--- src/rtl/ctrl_pkg.sv ---
// rtl/ctrl_pkg.sv - shared types and constants for the multicycle ARM controller
package ctrl_pkg;

    typedef enum logic [3:0] {
        S_FETCH  = 4'd0,
        S_DECODE = 4'd1,
        S_MEMADR = 4'd2,
        S_MEMRD  = 4'd3,
        S_MEMWB  = 4'd4,
        S_MEMWR  = 4'd5,
        S_EXECR  = 4'd6,
        S_EXECI  = 4'd7,
        S_ALUWB  = 4'd8,
        S_BRANCH = 4'd9
    } state_t;

    // ALU opcodes reuse the ARM data-processing cmd field encoding
    typedef enum logic [3:0] {
        ALU_AND = 4'h0, ALU_EOR = 4'h1, ALU_SUB = 4'h2, ALU_RSB = 4'h3,
        ALU_ADD = 4'h4, ALU_ADC = 4'h5, ALU_SBC = 4'h6, ALU_RSC = 4'h7,
        ALU_TST = 4'h8, ALU_TEQ = 4'h9, ALU_CMP = 4'hA, ALU_CMN = 4'hB,
        ALU_ORR = 4'hC, ALU_MOV = 4'hD, ALU_BIC = 4'hE, ALU_MVN = 4'hF
    } alu_op_t;

    typedef enum logic [3:0] {
        C_EQ, C_NE, C_CS, C_CC, C_MI, C_PL, C_VS, C_VC,
        C_HI, C_LS, C_GE, C_LT, C_GT, C_LE, C_AL, C_NV
    } cond_t;

    localparam logic [1:0] OP_DP  = 2'b00;
    localparam logic [1:0] OP_MEM = 2'b01;
    localparam logic [1:0] OP_BR  = 2'b10;

    typedef struct packed {
        logic       pc_write;
        logic       adr_src;
        logic       ir_write;
        logic       mem_write;
        logic       reg_write;
        logic [1:0] alu_src_a;
        logic [1:0] alu_src_b;
        logic [1:0] result_src;
        logic [1:0] imm_src;
        logic [1:0] reg_src;
        alu_op_t    alu_control;
    } ctrl_t;

    function automatic logic is_arith(alu_op_t op);
        return op inside {ALU_ADD, ALU_SUB, ALU_RSB, ALU_ADC, ALU_SBC, ALU_CMP, ALU_CMN};
    endfunction

endpackage

--- src/rtl/cond_unit.sv ---
// rtl/cond_unit.sv - condition-field evaluation and NZ/CV flag-update enables
module cond_unit
    import ctrl_pkg::*;
(
    input  logic [3:0] cond,
    input  logic [3:0] flags,
    input  logic [1:0] op,
    input  logic       s,
    input  logic [3:0] cmd,
    output logic       cond_ex,
    output logic       nz_en,
    output logic       cv_en
);

    logic n, z, c, v;
    assign {n, z, c, v} = flags;

    always_comb begin
        cond_ex = 1'b0;
        case (cond_t'(cond))
            C_EQ:    cond_ex = z;
            C_NE:    cond_ex = !z;
            C_CS:    cond_ex = c;
            C_CC:    cond_ex = !c;
            C_MI:    cond_ex = n;
            C_PL:    cond_ex = !n;
            C_VS:    cond_ex = v;
            C_VC:    cond_ex = !v;
            C_HI:    cond_ex = c && !z;
            C_LS:    cond_ex = !c || z;
            C_GE:    cond_ex = (n == v);
            C_LT:    cond_ex = (n != v);
            C_GT:    cond_ex = !z && (n == v);
            C_LE:    cond_ex = z || (n != v);
            C_AL:    cond_ex = 1'b1;
            default: cond_ex = 1'b0;
        endcase
    end

    assign nz_en = s && cond_ex && (op == OP_DP);
    assign cv_en = nz_en && is_arith(alu_op_t'(cmd));

endmodule

--- src/rtl/mc_controller.sv ---
// rtl/mc_controller.sv - multicycle ARM control FSM with NZCV register and store byte enables
module mc_controller
    import ctrl_pkg::*;
#(
    parameter int         XLEN     = 32,
    parameter bit         HALF_EN  = 1'b1,
    parameter logic [3:0] FLAG_RST = 4'b0000
) (
    input  logic              clk,
    input  logic              reset,
    input  logic [31:0]       Instr,
    input  logic [3:0]        ALUFlags,
    input  logic [1:0]        Adr_lo,
    input  logic              MemReady,
    output logic              PCWrite,
    output logic              AdrSrc,
    output logic              IRWrite,
    output logic              MemWrite,
    output logic              RegWrite,
    output logic [1:0]        ALUSrcA,
    output logic [1:0]        ALUSrcB,
    output logic [1:0]        ResultSrc,
    output logic [1:0]        ImmSrc,
    output logic [1:0]        RegSrc,
    output logic [3:0]        ALUControl,
    output logic [XLEN/8-1:0] be,
    output logic [3:0]        Flags,
    output logic [3:0]        state_o
);

    localparam int BE_W = XLEN / 8;

    state_t     state, next;
    ctrl_t      ctl;
    logic [3:0] flags;
    logic       cond_ex, nz_en, cv_en;

    logic [1:0] op;
    logic [3:0] cmd;
    logic       i_bit, s_bit, b_bit, rd15, is_half, is_mem, is_test, half_bad, in_exec;
    logic       unused_bits;

    assign op       = Instr[27:26];
    assign cmd      = Instr[24:21];
    assign i_bit    = Instr[25];
    assign s_bit    = Instr[20];
    assign b_bit    = Instr[22];
    assign rd15     = (Instr[15:12] == 4'hF);
    assign is_half  = HALF_EN && (op == OP_DP) && (Instr[7:4] == 4'b1011);
    assign is_mem   = (op == OP_MEM) || is_half;
    assign is_test  = (cmd[3:2] == 2'b10);
    assign half_bad = is_half && Adr_lo[0];
    assign in_exec  = (state == S_EXECR) || (state == S_EXECI);
    assign unused_bits = ^{Instr[19:16], Instr[11:8], Instr[3:0]};

    cond_unit u_cond (
        .cond    (Instr[31:28]),
        .flags   (flags),
        .op      (op),
        .s       (s_bit),
        .cmd     (cmd),
        .cond_ex (cond_ex),
        .nz_en   (nz_en),
        .cv_en   (cv_en)
    );

    always_ff @(posedge clk or negedge reset) begin
        if (!reset) state <= S_FETCH;
        else        state <= next;
    end

    // EXEC always advances to ALUWB, so sampling in EXEC is the EXEC->ALUWB edge
    always_ff @(posedge clk or negedge reset) begin
        if (!reset) begin
            flags <= FLAG_RST;
        end else if (in_exec) begin
            if (nz_en) flags[3:2] <= ALUFlags[3:2];
            if (cv_en) flags[1:0] <= ALUFlags[1:0];
        end
    end

    always_comb begin
        next = state;
        ctl  = '0;
        if (state != S_FETCH) begin
            ctl.imm_src = (op == OP_BR) ? 2'b10 : (is_mem ? 2'b01 : 2'b00);
            ctl.reg_src = {is_mem, op == OP_BR};
        end
        case (state)
            S_FETCH: begin
                ctl.alu_src_a   = 2'b01;
                ctl.alu_src_b   = 2'b10;
                ctl.result_src  = 2'b10;
                ctl.alu_control = ALU_ADD;
                if (MemReady) begin
                    ctl.ir_write = 1'b1;
                    ctl.pc_write = 1'b1;
                    next         = S_DECODE;
                end
            end
            S_DECODE: begin
                ctl.alu_src_a   = 2'b01;
                ctl.alu_src_b   = 2'b10;
                ctl.result_src  = 2'b10;
                ctl.alu_control = ALU_ADD;
                if (!cond_ex)          next = S_FETCH;
                else if (is_mem)       next = S_MEMADR;
                else if (op == OP_BR)  next = S_BRANCH;
                else if (i_bit)        next = S_EXECI;
                else                   next = S_EXECR;
            end
            S_MEMADR: begin
                ctl.alu_src_b   = 2'b01;
                ctl.alu_control = Instr[23] ? ALU_ADD : ALU_SUB;
                next            = Instr[20] ? S_MEMRD : S_MEMWR;
            end
            S_MEMRD: begin
                ctl.adr_src = 1'b1;
                if (MemReady) next = S_MEMWB;
            end
            S_MEMWB: begin
                ctl.result_src = 2'b01;
                ctl.reg_write  = !rd15;
                ctl.pc_write   = rd15;
                next           = S_FETCH;
            end
            S_MEMWR: begin
                ctl.adr_src   = 1'b1;
                ctl.mem_write = !half_bad;
                if (MemReady) next = S_FETCH;
            end
            S_EXECR: begin
                ctl.alu_control = alu_op_t'(cmd);
                next            = S_ALUWB;
            end
            S_EXECI: begin
                ctl.alu_src_b   = 2'b01;
                ctl.alu_control = alu_op_t'(cmd);
                next            = S_ALUWB;
            end
            S_ALUWB: begin
                ctl.reg_write = !is_test && !rd15;
                ctl.pc_write  = !is_test && rd15;
                next          = S_FETCH;
            end
            S_BRANCH: begin
                ctl.alu_src_a   = 2'b10;
                ctl.alu_src_b   = 2'b01;
                ctl.result_src  = 2'b10;
                ctl.alu_control = ALU_ADD;
                ctl.pc_write    = 1'b1;
                next            = S_FETCH;
            end
            default: next = S_FETCH;
        endcase
        // Reset forces every strobe and select low without waiting for a clock
        if (!reset) ctl = '0;
    end

    always_comb begin
        be = '0;
        if (state == S_MEMWR) begin
            if (is_half)    be = Adr_lo[0] ? '0 : (BE_W'(2'b11) << {Adr_lo[1], 1'b0});
            else if (b_bit) be = BE_W'(1) << Adr_lo;
            else            be = '1;
        end
    end

    assign PCWrite    = ctl.pc_write;
    assign AdrSrc     = ctl.adr_src;
    assign IRWrite    = ctl.ir_write;
    assign MemWrite   = ctl.mem_write;
    assign RegWrite   = ctl.reg_write;
    assign ALUSrcA    = ctl.alu_src_a;
    assign ALUSrcB    = ctl.alu_src_b;
    assign ResultSrc  = ctl.result_src;
    assign ImmSrc     = ctl.imm_src;
    assign RegSrc     = ctl.reg_src;
    assign ALUControl = ctl.alu_control;
    assign Flags      = flags;
    assign state_o    = state;

endmodule
--- config.mk ---
export PLATFORM = sky130hd
export DESIGN_NAME = mc_controller
export DESIGN_NICKNAME = d
export VERILOG_FILES = /design/src/rtl/ctrl_pkg.sv /design/src/rtl/cond_unit.sv /design/src/rtl/mc_controller.sv
export SDC_FILE = /design/constraint.sdc
export NUM_CORES = 1
export LEC_CHECK = 0
export CAP_MARGIN = 20
export CORE_MARGIN = 1
export CORE_UTILIZATION = 33
export CTS_BUF_LIST = sky130_fd_sc_hd__clkbuf_16
export DETAILED_ROUTE_END_ITERATION = 7
export GPL_ROUTABILITY_DRIVEN = 0
export PLACE_DENSITY = 0.75
export REMOVE_ABC_BUFFERS = 1
export SLEW_MARGIN = 20
export SYNTH_ARGS = -nofsm -noshare
export SYNTH_HDL_FRONTEND = slang
export SYNTH_SLANG_ARGS = --single-unit
export TNS_END_PERCENT = 10
--- constraint.sdc ---
create_clock -name clk -period 1.85 [get_ports clk]
set_input_delay 0.2775 -clock clk [delete_from_list [all_inputs] [get_ports clk]]
set_output_delay 0.2775 -clock clk [all_outputs]
set_load 0.05 [all_outputs]
== After elaboration in Yosys (flattened, before gate mapping) ==
Cells that the tools add are included.
Widths: inputs -> output; s select.

* Register bits: 8
* Bits of input ports: 41
* Logic and storage cells: 107

* Eq/ne operators: 40
* Shift-type cells: 2
* Mux-type cells: 29
* Reduce and logical (&&, ||, !) cells: 33

{| class="wikitable"
|+ Operators by type and width
! operator !! number
|-
| $eq 4x4->1 const B || 13
|-
| $eq 4x3->1 const B || 11
|-
| $mux 4 || 11
|-
| $eq 4x2->1 const B || 6
|-
| $pmux 4 s6 || 1
|-
| $mux 19 || 1
|-
| $pmux 1 s15 || 1
|-
| $pmux 2 s2 || 3
|-
| $pmux 4 s3 || 1
|-
| $logic_and 1x1->1 || 9
|-
| $eq 4x1->1 const B || 2
|-
| $logic_not 4->1 || 2
|-
| $logic_not 1->1 || 7
|-
| $reduce_bool 7->1 || 1
|-
| $mux 1 || 6
|-
| $mux 3 || 2
|-
| $ne 2x2->1 const B || 3
|-
| $reduce_or 2->1 || 3
|-
| $reduce_or 3->1 || 2
|-
| $eq 2x2->1 const B || 2
|-
| $logic_or 1x1->1 || 4
|-
| $pmux 1 s4 || 1
|-
| $reduce_and 2->1 || 2
|-
| $reduce_bool 4->1 || 1
|-
| other kinds (9) || 9
|}

== Longest topological paths before layout ==
Gate-level depths: netlist of run 1.

* Word-level depth: 7
* Gate-level depth with buffers: 6
* Depth with buffers taken out: 5

== By module ==
Synthesis of run 1 repeated with hierarchy kept, for this count alone.

* Cell total of the unflattened synthesis: 133
* Area total of the unflattened synthesis: 1,039.7 sq um

{| class="wikitable"
|+ By module, submodules not included
! module !! instances !! cells an instance !! area each (sq um)
|-
| mc_controller || 1 || 100 || 812.0
|-
| cond_unit || 1 || 33 || 227.7
|}

== Worst setup path after synthesis of run 1 ==
Ideal clock, no wire load.

* Kind: register to output
* From: register state[2] (netlist: state_o[2])
* To: output port IRWrite
* Arrival time: 2.627 ns
* Data required time: 1.572 ns
* Path slack: -1.054 ns
* Stages on the path, launching flop included: 4
* Buffers on the path: 2
* Cells stage by stage: dfrtp_1 > buf_1 > clkbuf_1 > nor4_1

* Longest elaborated chain between the ends: 3

{| class="wikitable"
|+ Ends and longest elaborated chain
! what !! RTL line !! text
|-
| start: declaration || mc_controller.sv:33 || <nowiki>state_t state, next;</nowiki>
|-
| start signal: assignment || mc_controller.sv:69 || <nowiki>else state <= next;</nowiki>
|-
| $logic_not 4->1 || mc_controller.sv:89 || <nowiki>case (state)</nowiki>
|-
| $mux 1 || mc_controller.sv:89 ||
|-
| $mux 19 || mc_controller.sv:157 || <nowiki>if (!reset) ctl = '0;</nowiki>
|-
| end: declaration || mc_controller.sv:17 || <nowiki>output logic IRWrite,</nowiki>
|}

No other way between the ends.

== Worst setup path in the final report of run 1 ==
* From: register flags[3] (netlist: Flags[3])
* To: register flags[3] (netlist: Flags[3])

* Longest elaborated chain between the ends: 6

{| class="wikitable"
|+ Ends and longest elaborated chain
! what !! RTL line !! text
|-
| start: declaration || mc_controller.sv:35 || <nowiki>logic [3:0] flags;</nowiki>
|-
| start signal: assignment || mc_controller.sv:77 || <nowiki>if (nz_en) flags[3:2] <= ALUFlags[3:2];</nowiki>
|-
| $ne 1x1->1 / $eq 1x1->1 (equally long branches) || -- ||
|-
| $logic_or 1x1->1 / $logic_and 1x1->1 (equally long branches) || cond_unit.sv:34, cond_unit.sv:33 ||
|-
| $pmux 1 s15 * || cond_unit.sv:20 || <nowiki>case (cond_t'(cond))</nowiki>
|-
| $logic_and 1x1->1 * (2 in series) || cond_unit.sv:40 || <nowiki>assign nz_en = s && cond_ex && (op == OP_DP);</nowiki>
|-
| $reduce_and 2->1 (no line) * || -- ||
|}

Mark *: on every way between the ends. The rest lies on a longest branch, timed or not.
A chain may end at the register's enable or synchronous reset.

==> out/qor.yml, run 1 <==
dr.pass1.iters: 4
power_frac_comb: 0.761
setup_viol: 11
synth_cell_types: 50
p_sw_mw: 1.28
cts_sinks: 8
r2r_slack_ps: -90
antenna_found_initial: 0
crit_fanout: 4
cts_inserted_buffers: 3
die_w_um: 59.7
post-place-ws_ps: -519
tritoncts: "done"
clockBufferDepth: 2
insertion_delay_ps: 230
cpMaxStageDelayCell: "or4b_4"
globalRouteOverflowTotal: 0
rows: 20
initial_core_util: 0.354
max_cap_viol_count: 0
synthTopCellsByArea: "dfrtp_1 18%, nor2_1 4.8%, nor2b_1 4.6%, a21oi_1 4.1%, buf_4 4.1%"
crit_arrival_ps: 2040
async_reset_ff_frac: 1.00
period_share: 1.05
yosys_warnings: 0
yosysTopAreaCellShare: 0.182
fin_nets: 266
endpoint_kind: "register"
power_density_nw_per_um2: 1200
max_freq_mhz: 516
fin_total_pwr_mw: 2.70
required_ps: 1950
cts_htree_levels: 1
avgViaCountPerCell: 5.23
clkPwrFrac: 0.130
postSynthCellCount: 145
dieArea_um2: 3560
max_slew_margin: 0.658
drive_gt1_frac: 0.395
synth_area_um2: 1100
io-pin-count: 72
skew_ps: 0.954
sw_frac_of_total: 0.476
yosysSeqAreaShare: 0.182
core_um2: 3100
vias: 1396
crit_chain: "xnor2_2, or4b_4, a31oi_4, o31ai_2, mux2_1"
slowest_delay_ps: 500
fill_cells: 240
p_leak_nw: 0.969
wl_per_cell_um: 14.4
start_kind: "register"
postRouteAntennaNets: 0
critical_path.top_delay_family: "simple AND/OR/NAND/NOR gates"
synth_edf_count: 0
grt_max_degree: 24
track_usage: 0.214
cts-root-buf: "clkbuf_16"
critical_path_class: "reg2reg"
die_h_um: 59.7
area_growth_pct: 105
intPower_mw: 1.41
final_core_util: 0.726
yosysTopAreaCell: "dfrtp_1"
syn_area_per_cell_um2: 7.58
critPathBufInv: 0
worst_slew_pin_slew_ps: 510
route.detailed.drc: 0
pwr-share-seq: 0.109
cts_setup_buffers: 0
ir_worst_vdd_v: 0.000973
status: "complete, but fails checks"
layout_setup_ws_ps: -88.4
rsz0062_at_grt: "true"
hold_class: "in2async"
synthTopCellsByCount: "14 x nor2_1, 10 x nand2_1, 9 x a21oi_1"
synth_ff_type: "dfrtp_1"
hpwl_um: 2890
violations: "negative setup slack"
period_minus_slack_ps: 1940
path_clk_slew_ps: 30
numPortBuffers: 59
yosysMostFrequentCell: "nor2_1"
num_antenna_cells: 0
routed_wl_um: 3840
grt_pass1_vias: 1379
slew_viol_final: 0
finalHoldViolations: 0
grt_pass1_wl_um: 5880
ys_seq_elements: 8
drtIter0Drc: 50
[power groups by stage]
stage | clock network (mW) | logic (mW) | registers, mW
after global placement | 0 | 1.94 | 0.276
after detailed placement | 0 | 1.97 | 0.281
after global routing | 0.365 | 2.17 | 0.301
after floorplan | 0 | 0.812 | 0.506
final | 0.351 | 2.05 | 0.295
after CTS | 0.355 | 1.99 | 0.289
[repair_timing]
action,4_1_cts,5_1_grt
setup endpoints to repair,21,27
pin swaps,6,3
resized for setup,20,18
endpoints found under the hold margin,0,0
hold buffers,0,0
[final timing paths]
path / start / endpoint / depth (start not counted)
worst max-delay path: Flags[3]$_DFFE_PN0P_ / Flags[3]$_DFFE_PN0P_ / 5
worst min-delay path: reset / Flags[2]$_DFFE_PN0P_ / 2
worst max register to register: Flags[3]$_DFFE_PN0P_ / Flags[3]$_DFFE_PN0P_ / 5
worst min register to register: state_o[3]$_DFFE_PN0P_ / state_o[2]$_DFFE_PN0P_ / 1
max in group asynchronous: reset / state_o[3]$_DFFE_PN0P_ / 2
min in group clk: state_o[3]$_DFFE_PN0P_ / state_o[2]$_DFFE_PN0P_ / 1
[per-stage QoR]
stage,hold WS (ps),std cells,instance area [um^2],setup TNS [ps]
5_1_grt,198,267,2250,-1580
3_3_place_gp,565,264,2080,-3380
4_1_cts,543,267,2190,-224
2_1_floorplan,-18.1,133,1030,-11130
6_report,168,267,2250,-552
3_5_place_dp,574,264,2080,-4270
[metal layers]
layer / track usage / share of wire / vias to the layer above
met3: 0.0303 / 0.045 / 2
met4: 0.0498 / 0.0036 / 0
met5: 0 / 0 / -
met2: 0.376 / 0.54 / 42
li1: - / - / 695
met1: 0.273 / 0.41 / 657
[area by class of cell]
| class | count | area [um^2] | area share |
|---|---|---|---|
| multi-input combinational | 118 | 901 | 0.400 |
| timing repair buffer | 87 | 995 | 0.441 |
| inverter | 7 | 26.3 | 0.0117 |
| sequential | 8 | 201 | 0.0894 |
| tap | 44 | 55.1 | 0.0244 |
| clock buffer | 3 | 75.1 | 0.0333 |
[cells in the final DEF, fill, tap and decap left out, types with 3 or more instances in the layout]
cell type and count:
a21oi_1 8, a31oi_1 3, and4_1 3, buf_12 22, buf_4 35, clkbuf_16 3, clkdlybuf4s50_1 18, dfrtp_1 7
dlygate4sd2_1 7, inv_1 7, mux2i_1 3, nand2_1 10, nand2b_1 4, nor2_1 11, nor2b_1 7, nor3_1 4
o21a_1 3, o21ai_0 4, o32ai_1 3
[cell families after synthesis]
family                   count (synthesis)  share of synthesized area
buffers and inverters                   19                     0.0854
flip-flops                               8                      0.182
adder cells (fa/ha/maj)                  1                    0.00911
AO/OA/AOI/OAI                           40                      0.271
AND/OR/NAND/NOR                         66                      0.350
XOR/XNOR                                 3                     0.0239
multiplexers                             8                     0.0786
[registers in the layout (all words and copies together) (netlist names)]
name     count
Flags        4
state_o      4
[worst register-to-register path: stages, from the launching register on]
cell     delay (ps)
dfrtp_1         430
xnor2_2         200
or4b_4          500
a31oi_4         220
o31ai_2         140
mux2_1          330
Note: power is estimated with default switching activity, not from simulation.
==> run 2, diff against run 1 <==
--- a/config.mk
+++ b/config.mk
@@ -5,14 +5,16 @@
 export SDC_FILE = /design/constraint.sdc
 export NUM_CORES = 1
 export LEC_CHECK = 0
+export ABC_AREA = 1
 export CAP_MARGIN = 20
 export CORE_MARGIN = 1
-export CORE_UTILIZATION = 33
+export CORE_UTILIZATION = 32
 export CTS_BUF_LIST = sky130_fd_sc_hd__clkbuf_16
 export DETAILED_ROUTE_END_ITERATION = 7
 export GPL_ROUTABILITY_DRIVEN = 0
 export PLACE_DENSITY = 0.75
 export REMOVE_ABC_BUFFERS = 1
+export SKIP_CTS_REPAIR_TIMING = 1
 export SLEW_MARGIN = 20
 export SYNTH_ARGS = -nofsm -noshare
 export SYNTH_HDL_FRONTEND = slang
==> out/qor.yml, run 2 <==
intPower_mw: 1.30
antenna_found_initial: 0
cts_htree_levels: 1
die_h_um: 58.3
whs_ps: 383
fin_total_pwr_mw: 2.52
yosysSeqAreaShare: 0.197
yosysMostFrequentCell: "nand2_1"
cp.depth: 6
endpoint: "ALUControl[1]"
area_growth_pct: 119
async_reset_ff_frac: 1.00
max_freq_mhz: 528
max_cap_viol_count: 0
slowest_delay_ps: 430
vias: 1487
violations: "negative setup slack"
critPathBufInv: 3
numPortBuffers: 59
crit_chain: "inv_4, nor3_4, nand2_2, buf_4, o32ai_4, buf_12"
insertion_delay_ps: 230
rsz0062_at_grt: "true"
synth_cell_types: 25
ir_worst_vdd_v: 0.000728
r2r_slack_ps: 270
endpoint_kind: "output pin"
synthTopCellsByCount: "64 x nand2_1, 24 x nor2_1, 23 x inv_1"
ys_seq_elements: 8
period_share: 1.02
die_w_um: 58.3
clkPwrFrac: 0.143
routed_wl_um: 3740
track_usage: 0.210
io-pin-count: 72
multi_input_area_um2: 786
startpoint: "state_o[1]$_DFFE_PN0P_"
pwr-share-seq: 0.119
max_slew_margin: 0.670
power_frac_comb: 0.738
timing.rr.end: "Flags[3]$_DFFE_PN0P_"
synth_area_um2: 1020
hold_class: "in2async"
power_density_nw_per_um2: 1130
yosys_warnings: 0
yosysTopAreaCellShare: 0.236
cts_inserted_buffers: 3
start_kind: "register"
fin_nets: 306
postSynthCellCount: 186
globalRouteOverflowTotal: 0
slew_viol_final: 0
hpwl_um: 2870
crit_fanout: 4
status: "complete, but fails checks"
synth_edf_count: 0
num_antenna_cells: 0
period_minus_slack_ps: 1890
drive_gt1_frac: 0.369
wl_per_cell_um: 12.2
layout_common_cells: "59 x nand2_1, 29 x clkdlybuf4s50_1, 23 x buf_12"
cts-root-buf: "clkbuf_16"
p_leak_nw: 1.06
dpl_cell_area_um2: 1970
sw_frac_of_total: 0.482
seq_area_um2: 205
synth_ff_type: "dfrtp_1"
drtIter0Drc: 97
fill_cells: 228
grt_pass1_wl_um: 5530
path_clk_slew_ps: 40
finalHoldViolations: 0
yosysTopAreaCell: "nand2_1"
layout_setup_ws_ps: -43.7
postRouteAntennaNets: 0
r2r-start: "state_o[3]$_DFFE_PN0P_"
worst_slew_pin_slew_ps: 493
tritoncts: "done"
fin_area_um2: 2220
dr.pass1.iters: 4
critical_path_class: "reg2out"
required_ps: 1570
initial_core_util: 0.336
rows: 20
final_common_cell: "nand2_1"
setup_viol: 3
skew_ps: 0.732
clockBufferDepth: 2
avgViaCountPerCell: 4.84
dieArea_um2: 3400
critical_path.top_delay_family: "flip-flops"
core_um2: 3030
cts_sinks: 8
cpMaxStageDelayCell: "dfrtp_2"
crit_arrival_ps: 1620
r2r.worst_path.cells: 8
syn_area_per_cell_um2: 5.46
route.detailed.drc: 0
final_core_util: 0.734
p_sw_mw: 1.22
grt_max_degree: 13
grt_pass1_vias: 1321
synthTopCellsByArea: "nand2_1 24%, dfrtp_1 20%, nor2_1 8.9%, inv_1 8.5%, nand3_1 6.9%"
-- run 2: cell count changes after synthesis, sizes merged, moves of 6 or more --
cell / delta
nor2: +15
nand2: +57
nor2b: -8
nand3: +14
nand2b: -6
inv: +25
-- run 2: how the worst min path moves through the flow --
| stage | cells after the start | slack (ps) | endpoint | from |
|---|---|---|---|---|
| finish | 2 | 380 | Flags[0]$_DFFE_PN0P_ | reset |
| global route | 2 | 400 | state_o[1]$_DFFE_PN0P_ | reset |
| CTS | 2 | 390 | state_o[1]$_DFFE_PN0P_ | reset |
| detailed placement | 2 | 540 | Flags[2]$_DFFE_PN0P_ | Flags[2]$_DFFE_PN0P_ |
| global placement | 2 | 520 | Flags[1]$_DFFE_PN0P_ | Flags[1]$_DFFE_PN0P_ |
| floorplan | 0 | -20 | Flags[0]$_DFFE_PN0P_ | reset |
-- run 2: cell type report --
class / instances / area share
Clock buffer: 3 / 0.0338
Inverter: 32 / 0.0563
Multi-Input combinational cell: 143 / 0.353
Timing Repair Buffer: 77 / 0.440
Sequential cell: 8 / 0.0923
Tap cell: 44 / 0.0248
-- run 2: cells by family after synthesis --
logic type / after synthesis / synth area share
flip-flops: 8 / 0.197
AND/OR/NAND/NOR: 123 / 0.554
AO/OA/AOI/OAI: 20 / 0.112
buffers and inverters: 35 / 0.137
-- run 2: power groups by stage --
stage,logic [mW],registers [mW],clock network [mW]
after floorplan,0.757,0.401,0
after global routing,1.96,0.305,0.375
after global placement,1.60,0.272,0
after CTS,1.63,0.271,0.358
after detailed placement,1.62,0.273,0
final,1.86,0.300,0.360
-- run 2: per-layer routing --
| metal | wire length [um] | track usage | up-vias |
|---|---|---|---|
| li1 | - | - | 743 |
| met1 | 1440 | 0.236 | 692 |
| met2 | 2080 | 0.407 | 48 |
| met3 | 181 | 0.0549 | 4 |
| met4 | 38 | 0.0204 | 0 |
| met5 | 0 | 0 | - |
-- run 2: stage by stage --
step	TNS [ps]	setup WS, ps	instances
2_1_floorplan	-11410	-2270	183
3_3_place_gp	-58.3	-41.4	299
3_5_place_dp	-125	-66.2	299
4_1_cts	-1060	-185	302
5_1_grt	-791	-91.9	307
6_report	-97.6	-43.7	307
-- run 2: worst reg2reg max path: cells and delay by family, from the launching register on --
| kind | cells | cell delay, ps |
|---|---|---|
| flops | 1 | 460 |
| simple gates | 6 | 860 |
| buf+inv | 2 | 150 |
==> run 3, diff against run 2 <==
--- a/config.mk
+++ b/config.mk
@@ -7,13 +7,15 @@
 export LEC_CHECK = 0
 export ABC_AREA = 1
 export CAP_MARGIN = 20
-export CORE_MARGIN = 1
+export CORE_ASPECT_RATIO = 0.75
+export CORE_MARGIN = 4
 export CORE_UTILIZATION = 32
 export CTS_BUF_LIST = sky130_fd_sc_hd__clkbuf_16
 export DETAILED_ROUTE_END_ITERATION = 7
 export GPL_ROUTABILITY_DRIVEN = 0
 export PLACE_DENSITY = 0.75
 export REMOVE_ABC_BUFFERS = 1
+export SETUP_SLACK_MARGIN = 0.2
 export SKIP_CTS_REPAIR_TIMING = 1
 export SLEW_MARGIN = 20
 export SYNTH_ARGS = -nofsm -noshare
==> out/qor.yml, run 3 (same netlist as run 2, synthesis figures left out) <==
final_common_cell: "nand2_1"
cp.depth: 8
die_w_um: 73.1
timing.rr.end: "Flags[2]$_DFFE_PN0P_"
max_slew_margin: 0.666
period_share: 1.00
final_core_util: 0.770
dr.pass1.iters: 4
ir_worst_vdd_v: 0.000589
track_usage: 0.177
grt_max_degree: 13
max_cap_viol_count: 0
endpoint_kind: "output pin"
rows: 17
start_kind: "register"
max_freq_mhz: 539
insertion_delay_ps: 230
crit_chain: "inv_2, nor3_4, nand2_2, buf_6, inv_2, o21ai_1, inv_1, buf_12"
critical_path.top_delay_family: "buffers and inverters"
die_h_um: 56.8
wl_per_cell_um: 14.3
power_density_nw_per_um2: 1140
antenna_found_initial: 0
num_antenna_cells: 0
vias: 1537
setup_viol: 1
period_minus_slack_ps: 1850
route.detailed.drc: 0
tritoncts: "done"
cts_sinks: 8
critPathBufInv: 5
path_common_cell: "inv_2"
rsz0062_at_grt: "true"
placed_cells: 294
fin_cells: 305
skew_ps: 0.441
status: "complete, but fails checks"
worst_slew_pin_slew_ps: 500
cts_htree_levels: 1
postRouteAntennaNets: 0
fill_cells: 192
globalRouteOverflowTotal: 0
r2r_slack_ps: 70
critical_path_class: "reg2out"
numPortBuffers: 59
cts-root-buf: "clkbuf_16"
hpwl_um: 3100
routed_wl_um: 4350
clockBufferDepth: 2
area_growth_pct: 127
layout_common_cells: "54 x nand2_1, 26 x buf_4, 23 x buf_12"
core_um2: 3000
r2r-start: "state_o[2]$_DFFE_PN0P_"
path_clk_slew_ps: 40
required_ps: 1570
cpMaxStageDelayCell: "dfrtp_2"
slowest_delay_ps: 420
drtIter0Drc: 138
r2r.worst_path.cells: 10
crit_fanout: 4
io-pin-count: 72
p_leak_nw: 1.14
seq_area_um2: 204
finalHoldViolations: 0
hold_class: "in2async"
grt_pass1_wl_um: 5920
grt_pass1_vias: 1336
multi_input_area_um2: 861
dieArea_um2: 4150
crit_arrival_ps: 1580
post-place-ws_ps: -58.1
cts_inserted_buffers: 3
initial_core_util: 0.339
layout_setup_ws_ps: -3.76
violations: "negative setup slack"
slew_viol_final: 0
drive_gt1_frac: 0.438
avgViaCountPerCell: 5.04
fin_nets: 310
run 3: cell count changes in the layout (fill, tap and decap cells not counted), sizes merged:
cell / change
dlymetal6s2s: +6
clkdlybuf4s50: -7
bufbuf: -1
buf: +6
run 3: worst reg2reg max path, stage by stage (launching register included):
cell and delay (ps):
dfrtp_2 450, inv_2 60, nor2_2 110, inv_2 80
nor2_4 150, inv_4 60, buf_4 150, nor4_4 350
nand2_1 130, nand2_1 80, nand2_1 50
run 3: how the worst max path moves through the flow:
stage,endpoint,slack (ps),startpoint
finish,ALUSrcB[0],-4,state_o[1]$_DFFE_PN0P_
global placement,be[1],-50,Instr[7]
CTS,PCWrite,-180,state_o[3]$_DFFE_PN0P_
detailed placement,be[1],-60,Instr[7]
floorplan,ImmSrc[1],-2270,state_o[3]$_DFFE_PN0P_
global route,ALUSrcB[0],-80,state_o[2]$_DFFE_PN0P_
run 3: where the power goes:
part / internal, mW / switching (mW) / total, mW
registers: 0.221 / 0.0663 / 0.287
logic: 0.823 / 1.17 / 1.99
clock network: 0.279 / 0.0850 / 0.364
total: 1.32 / 1.32 / 2.64
run 3: layout make-up:
type | count | share of cell area
Clock buffer | 3 | 0.0325
Tap cell | 38 | 0.0206
Timing Repair Buffer | 81 | 0.433
Inverter | 32 | 0.0531
Sequential cell | 8 | 0.0883
Multi-Input combinational cell | 143 | 0.373
run 3: per-layer routing:
| metal | track usage | part of all wire | up-vias |
|---|---|---|---|
| li1 | - | - | 756 |
| met1 | 0.241 | 0.41 | 720 |
| met2 | 0.292 | 0.52 | 56 |
| met3 | 0.0376 | 0.063 | 5 |
| met4 | 0.0237 | 0.0064 | 0 |
| met5 | 0 | 0 | - |
run 3: stage by stage:
stage          power (mW)  area [um^2]  setup TNS, ps  hold WS, ps
6_report             2.64         2310          -3.76          371
3_5_place_dp         1.92         1960           -101          518
5_1_grt              2.76         2310           -541          392
4_1_cts              2.29         2030           -823          376
2_1_floorplan        1.16          997         -11410        -18.1
3_3_place_gp         1.90         1960          -73.7          509
